`config.mk`:
```
export PLATFORM = sky130hd
export DESIGN_NAME = mux8_rr_scheduler
export DESIGN_NICKNAME = d
export VERILOG_FILES = /design/src/rtl/mux8_rr_scheduler_pkg.sv /design/src/rtl/mux8_rr_scheduler_rr_pick8.sv /design/src/rtl/mux8_rr_scheduler.sv
export SDC_FILE = /design/constraint.sdc
export NUM_CORES = 1
export LEC_CHECK = 0
export ABC_AREA = 1
export BUFFER_PORTS_ARGS = -buffer_cell sky130_fd_sc_hd__buf_2
export CAP_MARGIN = 40
export CORE_ASPECT_RATIO = 0.8
export CORE_UTILIZATION = 51
export CTS_BUF_LIST = sky130_fd_sc_hd__clkbuf_4 sky130_fd_sc_hd__clkbuf_8 sky130_fd_sc_hd__clkbuf_16
export DETAILED_ROUTE_END_ITERATION = 10
export PLACE_DENSITY = 0.87
export SYNTH_ARGS = -nofsm -noshare
export SYNTH_HDL_FRONTEND = slang
export SYNTH_SLANG_ARGS = --single-unit
export TNS_END_PERCENT = 1
```
`constraint.sdc`:
```
create_clock -name clk -period 6.19 [get_ports clk]
set_input_delay 0.3095 -clock clk [delete_from_list [all_inputs] [get_ports clk]]
set_output_delay 0.3095 -clock clk [all_outputs]
set_load 0.03 [all_outputs]
```
`src/rtl/mux8_rr_scheduler_pkg.sv`:
```
// Shared definitions for the 8-requester round-robin scheduler: sizes,
// output-register state encoding and a reference round-robin pick function.
package mux8_rr_scheduler_pkg;

  localparam int NUM_REQ = 8;
  localparam int SEL_W   = 3;

  typedef enum logic {
    EMPTY = 1'b0,
    FULL  = 1'b1
  } state_t;

  typedef struct packed {
    logic             found;
    logic [SEL_W-1:0] idx;
  } pick_t;

  // Walk ptr+7 down to ptr so the last hit written is the first in round-robin order.
  function automatic pick_t rr_pick(input logic [NUM_REQ-1:0] req,
                                    input logic [SEL_W-1:0]   ptr);
    pick_t            p;
    logic [SEL_W-1:0] idx;
    p.found = 1'b0;
    p.idx   = {SEL_W{1'b0}};
    idx     = {SEL_W{1'b0}};
    for (int k = NUM_REQ - 1; k >= 0; k--) begin
      idx = ptr + SEL_W'(k);
      if (req[idx]) begin
        p.found = 1'b1;
        p.idx   = idx;
      end
    end
    return p;
  endfunction

endpackage

```
`src/rtl/mux8_rr_scheduler_rr_pick8.sv`:
```
// Combinational round-robin winner search: rotate req so ptr sits at bit 0,
// take the lowest set bit, then add ptr back to recover the requester index.
module rr_pick8
  import mux8_rr_scheduler_pkg::*;
(
  input  logic [NUM_REQ-1:0] req,
  input  logic [SEL_W-1:0]   ptr,
  output logic [SEL_W-1:0]   win,
  output logic               found
);

  logic [NUM_REQ-1:0] rot_s;
  logic [SEL_W-1:0]   off_s;

  // Rotate right by ptr and priority-encode the lowest set bit.
  always_comb begin
    rot_s = NUM_REQ'({req, req} >> ptr);
    off_s = {SEL_W{1'b0}};
    for (int i = NUM_REQ - 1; i >= 0; i--) begin
      if (rot_s[i]) begin
        off_s = SEL_W'(i);
      end else begin
        off_s = off_s;
      end
    end
  end

  assign win   = off_s + ptr;
  assign found = |req;

endmodule

```
`src/rtl/mux8_rr_scheduler.sv`:
```
// Round-robin scheduler sharing one 8:1 word select among 8 requesters,
// with a single registered output stage on a valid/ready handshake.
module mux8_rr_scheduler
  import mux8_rr_scheduler_pkg::*;
#(
  parameter int DW = 8
) (
  input  logic                  clk,
  input  logic                  rst,
  input  logic [NUM_REQ-1:0]    req,
  input  logic [NUM_REQ*DW-1:0] in_data,
  output logic [NUM_REQ-1:0]    req_ack,
  output logic [SEL_W-1:0]      sel,
  output logic                  out_valid,
  input  logic                  out_ready,
  output logic [DW-1:0]         out_data,
  output logic [SEL_W-1:0]      out_src
);

  state_t           state_r;
  logic [SEL_W-1:0] ptr_r;
  logic [SEL_W-1:0] win_s;
  logic             found_s;
  logic             cap_s;
  logic [DW-1:0]    word_s;

  rr_pick8 u_pick (
    .req   (req),
    .ptr   (ptr_r),
    .win   (win_s),
    .found (found_s)
  );

  // 8:1 word select driven by the winner index.
  always_comb begin
    case (win_s)
      3'd0:    word_s = in_data[0*DW +: DW];
      3'd1:    word_s = in_data[1*DW +: DW];
      3'd2:    word_s = in_data[2*DW +: DW];
      3'd3:    word_s = in_data[3*DW +: DW];
      3'd4:    word_s = in_data[4*DW +: DW];
      3'd5:    word_s = in_data[5*DW +: DW];
      3'd6:    word_s = in_data[6*DW +: DW];
      3'd7:    word_s = in_data[7*DW +: DW];
      default: word_s = {DW{1'b0}};
    endcase
  end

  // A capture needs a request and a free slot, or one being freed this cycle.
  always_comb begin
    cap_s = 1'b0;
    case (state_r)
      EMPTY:   cap_s = found_s;
      FULL:    cap_s = found_s && out_ready;
      default: cap_s = 1'b0;
    endcase
  end

  // Output register, pointer and state; a drain and refill in one edge keeps FULL.
  always_ff @(posedge clk) begin
    if (rst) begin
      state_r   <= EMPTY;
      ptr_r     <= {SEL_W{1'b0}};
      out_valid <= 1'b0;
      out_data  <= {DW{1'b0}};
      out_src   <= {SEL_W{1'b0}};
      sel       <= {SEL_W{1'b0}};
      req_ack   <= {NUM_REQ{1'b0}};
    end else begin
      req_ack <= {NUM_REQ{1'b0}};
      if (cap_s) begin
        state_r   <= FULL;
        out_valid <= 1'b1;
        out_data  <= word_s;
        out_src   <= win_s;
        sel       <= win_s;
        req_ack   <= {{(NUM_REQ-1){1'b0}}, 1'b1} << win_s;
        ptr_r     <= win_s + 3'd1;
      end else if (state_r == FULL && out_ready) begin
        state_r   <= EMPTY;
        out_valid <= 1'b0;
      end
    end
  end

endmodule

```
---- Word level (Yosys, flattened, before mapping) ----
Cells that the tools add are included.
storage, ports and cells
  bits of input ports ..................... 75
  output and inout bits ................... 23
  logic and storage cells ................. 36
  register bits after elaboration ......... 23
operators by class
  reductions and logical operators ........ 6
  equality and inequality tests ........... 7
  shift operators ......................... 2
  bitwise gates (word level) .............. 2
  add/subtract/negate cells ............... 2
  multiplexer cells ....................... 12
operators by type and width
  kind                 number
  $pmux 8 s8           1
  $mux 3               8
  $shr 16x3->8         1
  $eq 3x3->1 const B   4
  $reduce_or 8->1      1
  $shl 1x3->8 const A  1
  $eq 3x2->1 const B   2
  $add 3x1->3 const B  1
  $add 3x3->3          1
  $eq 3x1->1 const B   1
  $logic_not 3->1      1
  $logic_and 1x1->1    2
  $mux 1               2
  $not 1->1            2
  $pmux 1 s2           1
  $reduce_bool 2->1    1
  $reduce_or 2->1      1

---- Longest topological paths before layout ----
Gate-level depths: netlist of run 1.
  depth in word-level cells ............... 12
  mapped depth ............................ 29
  depth with buffers taken out ............ 25

---- By module ----
From an unflattened synthesis of run 1, not the netlist that was laid out.
unflattened totals
  cells, all modules ...................... 341
  area total of the unflattened synthesis .. 2063.2 sq um
by module, submodules not included
  module             sequential area each (sq um)  area an instance (sq um)  cells each  instances
  mux8_rr_scheduler  460.4                         1531.5                    243         1
  rr_pick8           0.0                           531.8                     98          1

---- Worst setup path before layout of run 1 ----
Ideal clock, no wire load.
  kind .................................... register to register
  from .................................... reg ptr_r[0]
  to ...................................... reg out_data[5]
  cell stages (with the launch flop) ...... 28
  clock period less this slack ............ 3.999 ns
  setup slack ............................. 2.191 ns
  required time ........................... 6.051 ns
  buffers on the path ..................... 4
  setup time .............................. 0.139 ns
  arrival ................................. 3.860 ns
  path through ............................ dfxtp_1 > buf_6 > inv_4 > nand2_2 > nand3_1 > nand3_1 > nand2_1 > a31oi_1 > o21ai_0 > nand2_1 > a21boi_0 > ha_1 > inv_1 > fa_1 > xor2_1 > inv_1 > nand3_4 > nand2_2 > buf_4 > ha_1 > clkbuf_1 > nor4_1 > nand2_4 > buf_6 > o21ai_1 > inv_2 > nand2_1 > a21oi_2
between the ends
  longest elaborated chain between the ends .. 12
  elaborated cells on any way between the ends .. 19
  those cells by class .................... add/sub: 1; eq/ne: 7; shift: 1; mux: 9; reduce/logical: 1
ends and longest elaborated chain
  element                             line                              text
  start: declaration                  mux8_rr_scheduler.sv:21           logic [SEL_W-1:0] ptr_r;
  start signal: assignment            mux8_rr_scheduler.sv:63           ptr_r <= {SEL_W{1'b0}};
  start signal: assignment            mux8_rr_scheduler.sv:78           ptr_r <= win_s + 3'd1;
  $shr 16x3->8                        mux8_rr_scheduler_rr_pick8.sv:17  rot_s = NUM_REQ'({req, req} >> ptr);
  $mux 3 (8 in a row)                 mux8_rr_scheduler_rr_pick8.sv:20  if (rot_s[i]) begin
  $add 3x3->3 *                       mux8_rr_scheduler_rr_pick8.sv:28  assign win = off_s + ptr;
  $eq 3x3->1 (tied with other cells)  mux8_rr_scheduler.sv:36           case (win_s)
  $pmux 8 s8 *                        mux8_rr_scheduler.sv:36
  end signal: assignment              mux8_rr_scheduler.sv:65           out_data <= {DW{1'b0}};
  end signal: assignment              mux8_rr_scheduler.sv:74           out_data <= word_s;
  end: declaration                    mux8_rr_scheduler.sv:16           output logic [DW-1:0] out_data,
Every way passes the cells marked *; elsewhere a longest branch is shown, timed or not.
A chain may end at the register's enable or synchronous reset.

---- Final worst setup path of run 1 ----
  from .................................... reg ptr_r[1]
  to ...................................... reg out_data[5]
The elaborated chain is that of the path after synthesis.

==> flow_metrics.tcl, run 1 <==
set metrics [dict create \
    run_status "complete, no violations" \
    pin_count 98 \
    synth_area_per_cell_um2 6.26 \
    drt-pass1-iter-count 4 \
    post-cts-setup-buffer-count 0 \
    n_antenna_cell 0 \
    gates_resized_cts_repair 0 \
    route.antenna.remaining_nets 0 \
    drc 0 \
    detailedPlacementHpwl_mm 4.49 \
    finalWirelength_mm 5.60 \
    period_minus_slack_ns 4.68 \
    cts.reportedPaths.clkPinSlew_ns 0.08 \
    yosys_warnings 0 \
    post-synth-top-area-fraction 0.220 \
    hold_removal_path_class "in2reg" \
    synth_area_um2 2090 \
    cts_inserted_buffers 3 \
    critPathMaxFanout 21 \
    timing.final.hold_violations 0 \
    number_of_antenna_violations_at_the_first_check_in_global_routing 0 \
    worst_case_clock_buffer_depth 2 \
    ys_types 32 \
    postSynthRegisterBits 23 \
    crit_required_ns 6.34 \
    rsz0062_at_grt "no" \
    setup.reg_to_reg.worst_slack_ns 1.51 \
    place.port_buffers 97 \
    dieHeight_um 59.3 \
    tns_ns 0 \
    dr.first_iter.drc_count 206 \
    placed_area_um2 2530 \
    fin_worst_skew_ns 0.00204 \
    dp_cells 467 \
    clock_insertion_delay_worst_skew_ns 0.26 \
    instances_no_fill 471 \
    filler_cell_count 387 \
    route.detailed.vias_per_inst 5.21 \
    synth_largest_area_cell "dfxtp_1" \
    post_synth_inst_count 334 \
    most_common_cell_after_layout_fill_and_taps_aside "buf_2" \
    synth_seq_area_share 0.220 \
    cp.arrival_ns 4.83 \
    most_frequent_cells_in_the_layout "buf_2 (97), nand2_1 (88), nor2_1 (38), inv_1 (33), nand3_1 (32)" \
    grt_pass1_wl_mm 8.94 \
    postLayoutCellArea_um2 2580 \
    fp-row-count 20 \
    die_width_um 73.6 \
    setup.worst_path.start_class "flop" \
    finish.net_count 498 \
    num_vias 2455 \
    grt-ovfl-total 0 \
    fmax_mhz 214 \
    layout-drive-gt1-share 0.339 \
    criticalPathCategory "reg2reg" \
    initial_utilization 0.543 \
    tritoncts "built" \
    report.power.total_mw 1.87 \
    post-route-period-util 0.756 \
    gpl.final_weighted_congestion 0.929 \
    drv_slew 0 \
    power.static_leakage_nw 1.41 \
    timing_worst_slew_pin_value_ns 0.689 \
    avgRoutedWirePerCell_um 11.9 \
    clock_sinks 23 \
    endpoint_kind "flop" \
    global_route.usage.total 0.261 \
    power.density_nw_per_um2 724 \
    largest_net_degree_at_the_start_of_global_routing 22 \
    clock-root-buffer "clkbuf_8" \
    worst_ir_drop_vdd_mv 0.502 \
    max_slew_margin 0.540 \
    grt_pass1_vias 2061 \
    holdBufCountCts 0 \
    syn_to_final_growth_pct 23.3 \
    htree_num_levels 1 \
    floorplan.die_area_um2 4360 \
    synth_area_leaders "dfxtp_1 (22%), nand2_1 (16%), nand3_1 (7.7%)" \
    setup_viol 0 \
    maxCapViolations 0 \
    placeableCoreArea_um2 3850 \
    synth_fp_nets 415 \
]
==> layout make-up <==
cell class              count  area, um^2  share of cell area
clock inverters             1        5.00             0.00194
well taps                  55        68.8              0.0267
flip-flops and latches     23         460               0.179
clock buffers               3        41.3              0.0160
multi-input cells         255        1370               0.531
repair buffers             98         493               0.191
inverters                  36         140              0.0543
==> metrics by stage <==
| step | hold WS (ns) | utilization | setup slack (ns) |
|---|---|---|---|
| global placement | 0.455 | 0.655 | 1.76 |
| global route | 0.327 | 0.669 | 1.06 |
| detailed placement | 0.459 | 0.657 | 1.58 |
| CTS | 0.312 | 0.669 | 1.55 |
| floorplan | 0.479 | - | 2.19 |
| finish | 0.317 | 0.669 | 1.51 |
==> state kept, by name (all words and copies together), names as in the netlist <==
register and flops:
req_ack 8, state_r 1, out_data 8, ptr_r 3, out_src 3
==> cell families after synthesis <==
family,Yosys count,synth area share
xor+xnor,1,0.00419
flops,23,0.220
compound gates,38,0.122
fa+ha+maj,6,0.0395
simple gates,210,0.489
buf+inv,56,0.125
==> power breakdown <==
group	leakage (nW)	switching (mW)	internal, mW
clock network	0.0255	0.0467	0.0449
registers	0.189	0.0455	0.205
logic	1.20	1.03	0.489
total	1.41	1.13	0.739
==> synthesized netlist by cell type <==
cell type  number
a21boi_0        1
a21oi_1         6
a21oi_2         7
a22o_1          8
a31oi_1         1
buf_1           3
buf_2           4
buf_4           5
buf_6           3
clkbuf_1        5
dfxtp_1        23
fa_1            1
ha_1            5
inv_1          33
inv_2           1
inv_4           2
nand2_1        88
nand2_2        15
nand2_4         2
nand3_1        32
nand3_2         9
nand3_4         2
nand4_1        16
nor2_1         38
nor2_4          1
nor3_1          5
nor4_1          2
o21a_1          1
o21ai_0         5
o21ai_1         8
o21bai_1        1
xor2_1          1
==> final timing paths <==
path	from	to	cells past startpoint
hold reg to reg	out_data[6]	out_data[6]	2
hold / removal	out_ready	state_r	4
setup reg to reg	ptr_r[1]	out_data[5]	22
setup / recovery	ptr_r[1]	out_data[5]	22
==> metal layers <==
| metal | global-route usage | routed length, um |
|---|---|---|
| met1 | 0.393 | 2670 |
| met5 | 0 | 0 |
| met4 | 0.0934 | 127 |
| met3 | 0.0119 | 414 |
| met2 | 0.396 | 2390 |
==> critical path, stage by stage (launching register included) <==
cell      delay, ns
dfxtp_1        0.67
inv_4          0.15
nand3_1        0.14
nand3_1        0.07
nand2_1        0.12
a31oi_1        0.05
o21ai_0        0.15
nand2_1        0.08
a21boi_0       0.19
ha_1           0.18
inv_1          0.05
fa_1           0.37
xor2_1         0.27
inv_1          0.12
nand3_4        0.22
nand2_2        0.27
ha_1           0.40
nor4_1         0.48
nand2_4        0.21
o21ai_1        0.19
inv_2          0.04
nand2_1        0.08
a21oi_2        0.05
Note: power is estimated with default switching activity, not from simulation.
==> inputs of run 2 (changes only) <==
CORE_UTILIZATION = 47   (was 51)
PLACE_DENSITY = 0.81   (was 0.87)
clock period = 4.5 ns   (was 6.19 ns; I/O delays follow)
==> run 2 against run 1 <==
- combinational power increased by 43%
- via count increased by 0.57%
- clock power up 44%
- first-iteration DRC count shrank 17%
- cell count up 1.1%
- critical endpoint is now out_data[3]
- clock-buffer cell count increased by 1
- register-to-register slack got worse by 1.2 ns
- die area grew 8.3%
- critical path depth increased by 2
- sequential cell count unchanged
- sequential share of layout area down 0.11 points
- fmax grew 13%
==> flow_metrics.tcl, run 2 (same netlist as run 1, synthesis figures left out) <==
set metrics [dict create \
    run_status "complete, no violations" \
    critPathMaxFanout 18 \
    largest_net_degree_at_the_start_of_global_routing 20 \
    endpoint_kind "flop" \
    worstReg2RegStart "ptr_r[1]" \
    switching_share 0.599 \
    dr.first_iter.drc_count 172 \
    syn_to_final_growth_pct 25.1 \
    worst_case_clock_buffer_depth 2 \
    tns_ns 0 \
    gpl.final_weighted_congestion 0.878 \
    internal-power_mw 1.07 \
    gates_resized_cts_repair 0 \
    report.power.total_mw 2.65 \
    holdPathEnd "state_r" \
    clock_insertion_delay_worst_skew_ns 0.26 \
    drt-pass1-iter-count 4 \
    hold_removal_path_class "in2reg" \
    grt_pass1_wl_mm 9.20 \
    placed_area_um2 2560 \
    finish.net_count 501 \
    worst_hold_path.num_cells 4 \
    drc 0 \
    setup.reg_to_reg.worst_slack_ns 0.34 \
    max_slew_margin 0.528 \
    tritoncts "built" \
    placeableCoreArea_um2 4230 \
    grt_pass1_vias 2004 \
    grt-ovfl-total 0 \
    timing.hold.worst.start "out_ready" \
    post-route-period-util 0.924 \
    clock_sinks 23 \
    power.static_leakage_nw 1.43 \
    clock-root-buffer "clkbuf_8" \
    largestRegisters "out_data x8, req_ack x8" \
    cp.arrival_ns 4.31 \
    most_frequent_cells_in_the_layout "buf_2 (97), nand2_1 (88), nor2_1 (38), inv_1 (33), nand3_1 (32)" \
    cts_inserted_buffers 3 \
    num_vias 2469 \
    most_common_cell_after_layout_fill_and_taps_aside "buf_2" \
    postLayoutCellArea_um2 2620 \
    rsz0062_at_grt "no" \
    n_antenna_cell 0 \
    crit_required_ns 4.65 \
    r2r-end "out_data[3]" \
    power.density_nw_per_um2 1010 \
    die_width_um 76.6 \
    detailedPlacementHpwl_mm 4.83 \
    setup_viol 0 \
    fin_worst_skew_ns 0.00218 \
    filler_cell_count 401 \
    post-cts-setup-buffer-count 0 \
    initial_utilization 0.495 \
    criticalPathCategory "reg2reg" \
    cts.reportedPaths.clkPinSlew_ns 0.08 \
    worst_ir_drop_vdd_mv 0.428 \
    drv_slew 0 \
    route.antenna.remaining_nets 0 \
    maxCapViolations 0 \
    pin_count 98 \
    holdBufCountCts 0 \
    timing_worst_slew_pin_value_ns 0.708 \
    power.net_switching_mw 1.59 \
    period_minus_slack_ns 4.16 \
    global_route.usage.total 0.246 \
    route.detailed.vias_per_inst 5.19 \
    number_of_antenna_violations_at_the_first_check_in_global_routing 0 \
    seqPwrFrac 0.131 \
    fmax_mhz 241 \
    clock_power_share 0.050 \
    place.port_buffers 97 \
    timing.final.hold_violations 0 \
    setup.worst_path.start_class "flop" \
    finalWirelength_mm 5.96 \
    whs_ns 0.216 \
    avgRoutedWirePerCell_um 12.5 \
    floorplan.die_area_um2 4720 \
    fp-row-count 21 \
    power.combinational.fraction 0.819 \
    layout-drive-gt1-share 0.353 \
    htree_num_levels 1 \
    r2r_cells 24 \
    dieHeight_um 61.7 \
]
## run 2: worst max-delay path by stage
stage / start / endpoint / cells past startpoint
after floorplan: ptr_r[0] / out_data[5] / 27
after global placement: ptr_r[1] / out_data[2] / 24
after detailed placement: ptr_r[1] / out_data[5] / 23
after CTS: ptr_r[1] / out_data[5] / 23
after global routing: ptr_r[1] / out_data[0] / 24
final: ptr_r[1] / out_data[3] / 24
## run 2: layout make-up
cell class                 count  area [um^2]  area share
inverter                      36          140      0.0536
multi-input combinational    255         1380       0.526
tap                           57         71.3      0.0273
clock buffer                   4         48.8      0.0187
timing repair buffer         101          515       0.197
sequential                    23          464       0.177
## run 2: per-layer routing
layer	track usage	share of wire	wire (um)	up-vias
met3	0.0163	0.062	372	5
li1	-	-	-	1256
met1	0.353	0.48	2890	1097
met4	0.0522	0.0081	48	0
met2	0.411	0.44	2650	111
met5	0	0	0	-
## run 2: power by group through the flow
| stage | registers, mW | logic [mW] | clock network [mW] |
|---|---|---|---|
| 3_3_place_gp | 0.347 | 2.06 | 0 |
| 4_1_cts | 0.345 | 2.12 | 0.133 |
| 2_1_floorplan | 0.434 | 1.61 | 0 |
| 6_report | 0.348 | 2.17 | 0.132 |
| 3_5_place_dp | 0.349 | 2.10 | 0 |
| 5_1_grt | 0.358 | 2.42 | 0.144 |
## run 2: per-stage QoR
stage	utilization	setup WS [ns]	std cells
after CTS	0.616	0.0992	476
after global placement	0.603	0.262	471
final	0.618	0.344	476
after detailed placement	0.605	0.115	472
after global routing	0.618	0.0173	476
after floorplan	-	0.501	334
## run 2: critical path: stages, from the launching register on
cell,delay [ns]
dfxtp_2,0.50
inv_4,0.12
nand3_1,0.13
nand3_1,0.08
nand2_1,0.13
a31oi_1,0.05
o21ai_0,0.14
nand2_1,0.07
a21boi_0,0.18
ha_1,0.18
inv_1,0.05
fa_1,0.37
xor2_1,0.28
inv_1,0.12
nand3_4,0.22
nand2_2,0.11
inv_1,0.14
ha_1,0.40
nor4_2,0.09
nand2_4,0.20
nand2_1,0.07
nor2_1,0.16
nand2_1,0.10
nand2_1,0.08
a21oi_2,0.05
==> inputs of run 3 (changes only) <==
PLACE_DENSITY = 0.9   (was 0.81)
==> run 3 against run 2 <==
- register-to-register slack barely moved
- clock power barely moved
- sequential cell count did not move
- combinational power barely moved
- sequential share of layout area fell by 0.098 points
- via count fell by 0.41%
- first-iteration DRC count rose by 30%
- wire length fell by 1.3%
- critical path type unchanged
==> flow_metrics.tcl, run 3 (same netlist as run 1, synthesis figures left out) <==
set metrics [dict create \
    r2r-end "out_data[4]" \
    dieHeight_um 61.7 \
    clock_insertion_delay_worst_skew_ns 0.26 \
    num_vias 2459 \
    grt_pass1_vias 1940 \
    timing_worst_slew_pin_value_ns 0.722 \
    global_route.usage.total 0.247 \
    run_status "complete, no violations" \
    max_slew_margin 0.519 \
    timing.hold.worst.start "out_ready" \
    drt-pass1-iter-count 5 \
    dr.first_iter.drc_count 224 \
    endpoint_kind "flop" \
    largestRegisters "out_data x8, req_ack x8" \
    power.static_leakage_nw 1.43 \
    power.net_switching_mw 1.59 \
    syn_to_final_growth_pct 25.4 \
    timing.final.hold_violations 0 \
    power.combinational.fraction 0.824 \
    dp_slack_ns 0.0893 \
    largest_net_degree_at_the_start_of_global_routing 20 \
    wl_met1_mm 2.88 \
    criticalPathCategory "reg2reg" \
    initial_utilization 0.495 \
    tritoncts "built" \
    detailedPlacementHpwl_mm 4.79 \
    crit_required_ns 4.64 \
    tns_ns 0 \
    finalWorstSetupSlack_ns 0.354 \
    finish.net_count 501 \
    hold_removal_path_class "in2reg" \
    holdPathEnd "state_r" \
    power.density_nw_per_um2 1020 \
    finalWirelength_mm 5.88 \
    grt_pass1_wl_mm 9.13 \
    gpl.final_weighted_congestion 0.910 \
    critPathMaxFanout 18 \
    most_frequent_cells_in_the_layout "buf_2 (97), nand2_1 (88), nor2_1 (38), inv_1 (33), nand3_1 (32)" \
    internal-power_mw 1.08 \
    place.port_buffers 97 \
    n_antenna_cell 0 \
    fmax_mhz 241 \
    maxCapViolations 0 \
    r2r_cells 24 \
    floorplan.die_area_um2 4720 \
    seqPwrFrac 0.127 \
    layout-drive-gt1-share 0.351 \
    worstReg2RegStart "ptr_r[1]" \
    fin_worst_skew_ns 0.000975 \
    cts_inserted_buffers 3 \
    cp.arrival_ns 4.29 \
    number_of_antenna_violations_at_the_first_check_in_global_routing 0 \
    setup.worst_path.start_class "flop" \
    setup.reg_to_reg.worst_slack_ns 0.35 \
    setup_viol 0 \
    fp-row-count 21 \
    period_minus_slack_ns 4.15 \
    wl_met2_mm 2.60 \
    post-route-period-util 0.921 \
    report.power.total_mw 2.67 \
    clock_sinks 23 \
    drc 0 \
    grt-ovfl-total 0 \
    worst_case_clock_buffer_depth 2 \
    cts.reportedPaths.clkPinSlew_ns 0.08 \
    whs_ns 0.229 \
    worst_ir_drop_vdd_mv 0.542 \
    htree_num_levels 1 \
    drv_slew 0 \
    clock_power_share 0.049 \
    placeableCoreArea_um2 4230 \
    route.antenna.remaining_nets 0 \
    route.detailed.vias_per_inst 5.17 \
    switching_share 0.595 \
    clock-root-buffer "clkbuf_8" \
    die_width_um 76.6 \
    topRoutingLayerUsed "met4" \
    avgRoutedWirePerCell_um 12.4 \
    met3_length_um 362 \
    most_common_cell_after_layout_fill_and_taps_aside "buf_2" \
    worst_hold_path.num_cells 4 \
    pin_count 98 \
]
[run 3: cell count changes in the layout (fill, tap and decap cells not counted)]
cell	previous run	this run
nor4_4	0	1
dfxtp_1	20	21
nor4_2	1	0
dfxtp_2	3	2
[run 3: how the worst max path moves through the flow]
stage / from / to
after detailed placement: ptr_r[1] / out_data[2]
after floorplan: ptr_r[0] / out_data[5]
after global placement: ptr_r[1] / out_data[2]
final: ptr_r[1] / out_data[4]
after CTS: ptr_r[1] / out_data[2]
after global routing: ptr_r[1] / out_data[0]
[run 3: power groups by stage]
stage | registers (mW) | logic [mW] | clock network [mW]
2_1_floorplan | 0.434 | 1.61 | 0
3_3_place_gp | 0.340 | 2.05 | 0
3_5_place_dp | 0.343 | 2.10 | 0
4_1_cts | 0.339 | 2.11 | 0.131
5_1_grt | 0.346 | 2.44 | 0.139
6_report | 0.340 | 2.20 | 0.130
[run 3: worst max-delay path, stage by stage, from the launching register on]
cell,delay (ns)
dfxtp_2,0.50
inv_4,0.12
nand3_1,0.13
nand3_1,0.10
nand2_1,0.12
a31oi_1,0.05
o21ai_0,0.14
nand2_1,0.06
a21boi_0,0.18
ha_1,0.19
inv_1,0.06
fa_1,0.37
xor2_1,0.28
inv_1,0.12
nand3_4,0.22
nand2_2,0.11
inv_1,0.13
ha_1,0.41
nor4_4,0.07
nand2_4,0.20
nand2_1,0.07
nor2_1,0.17
nand2_1,0.09
nand2_1,0.08
a21oi_2,0.05
[run 3: final cells by class]
cell class | instances | area (um^2)
fillers | 407 | 1610
multi-input cells | 255 | 1390
repair buffers | 101 | 515
flip-flops and latches | 23 | 463
inverters | 36 | 140
well taps | 57 | 71.3
clock buffers | 4 | 48.8
[run 3: metal layers]
layer	vias up	track usage
li1	1256	-
met1	1097	0.372
met2	104	0.384
met3	2	0.0193
met4	0	0.0577
met5	-	0
[run 3: stage by stage]
stage	utilization	cell area (um^2)	std cells
final	0.620	2620	476
after global routing	0.620	2620	476
after CTS	0.616	2610	476
after detailed placement	0.605	2560	472
after global placement	0.603	2550	471
after floorplan	-	2090	334
[run 3: timing repair]
item                       4_1_cts  5_1_grt
hold buffers                     0        0
resized for setup                0        4
setup endpoints to repair        0        8
buffers inserted                 0        0
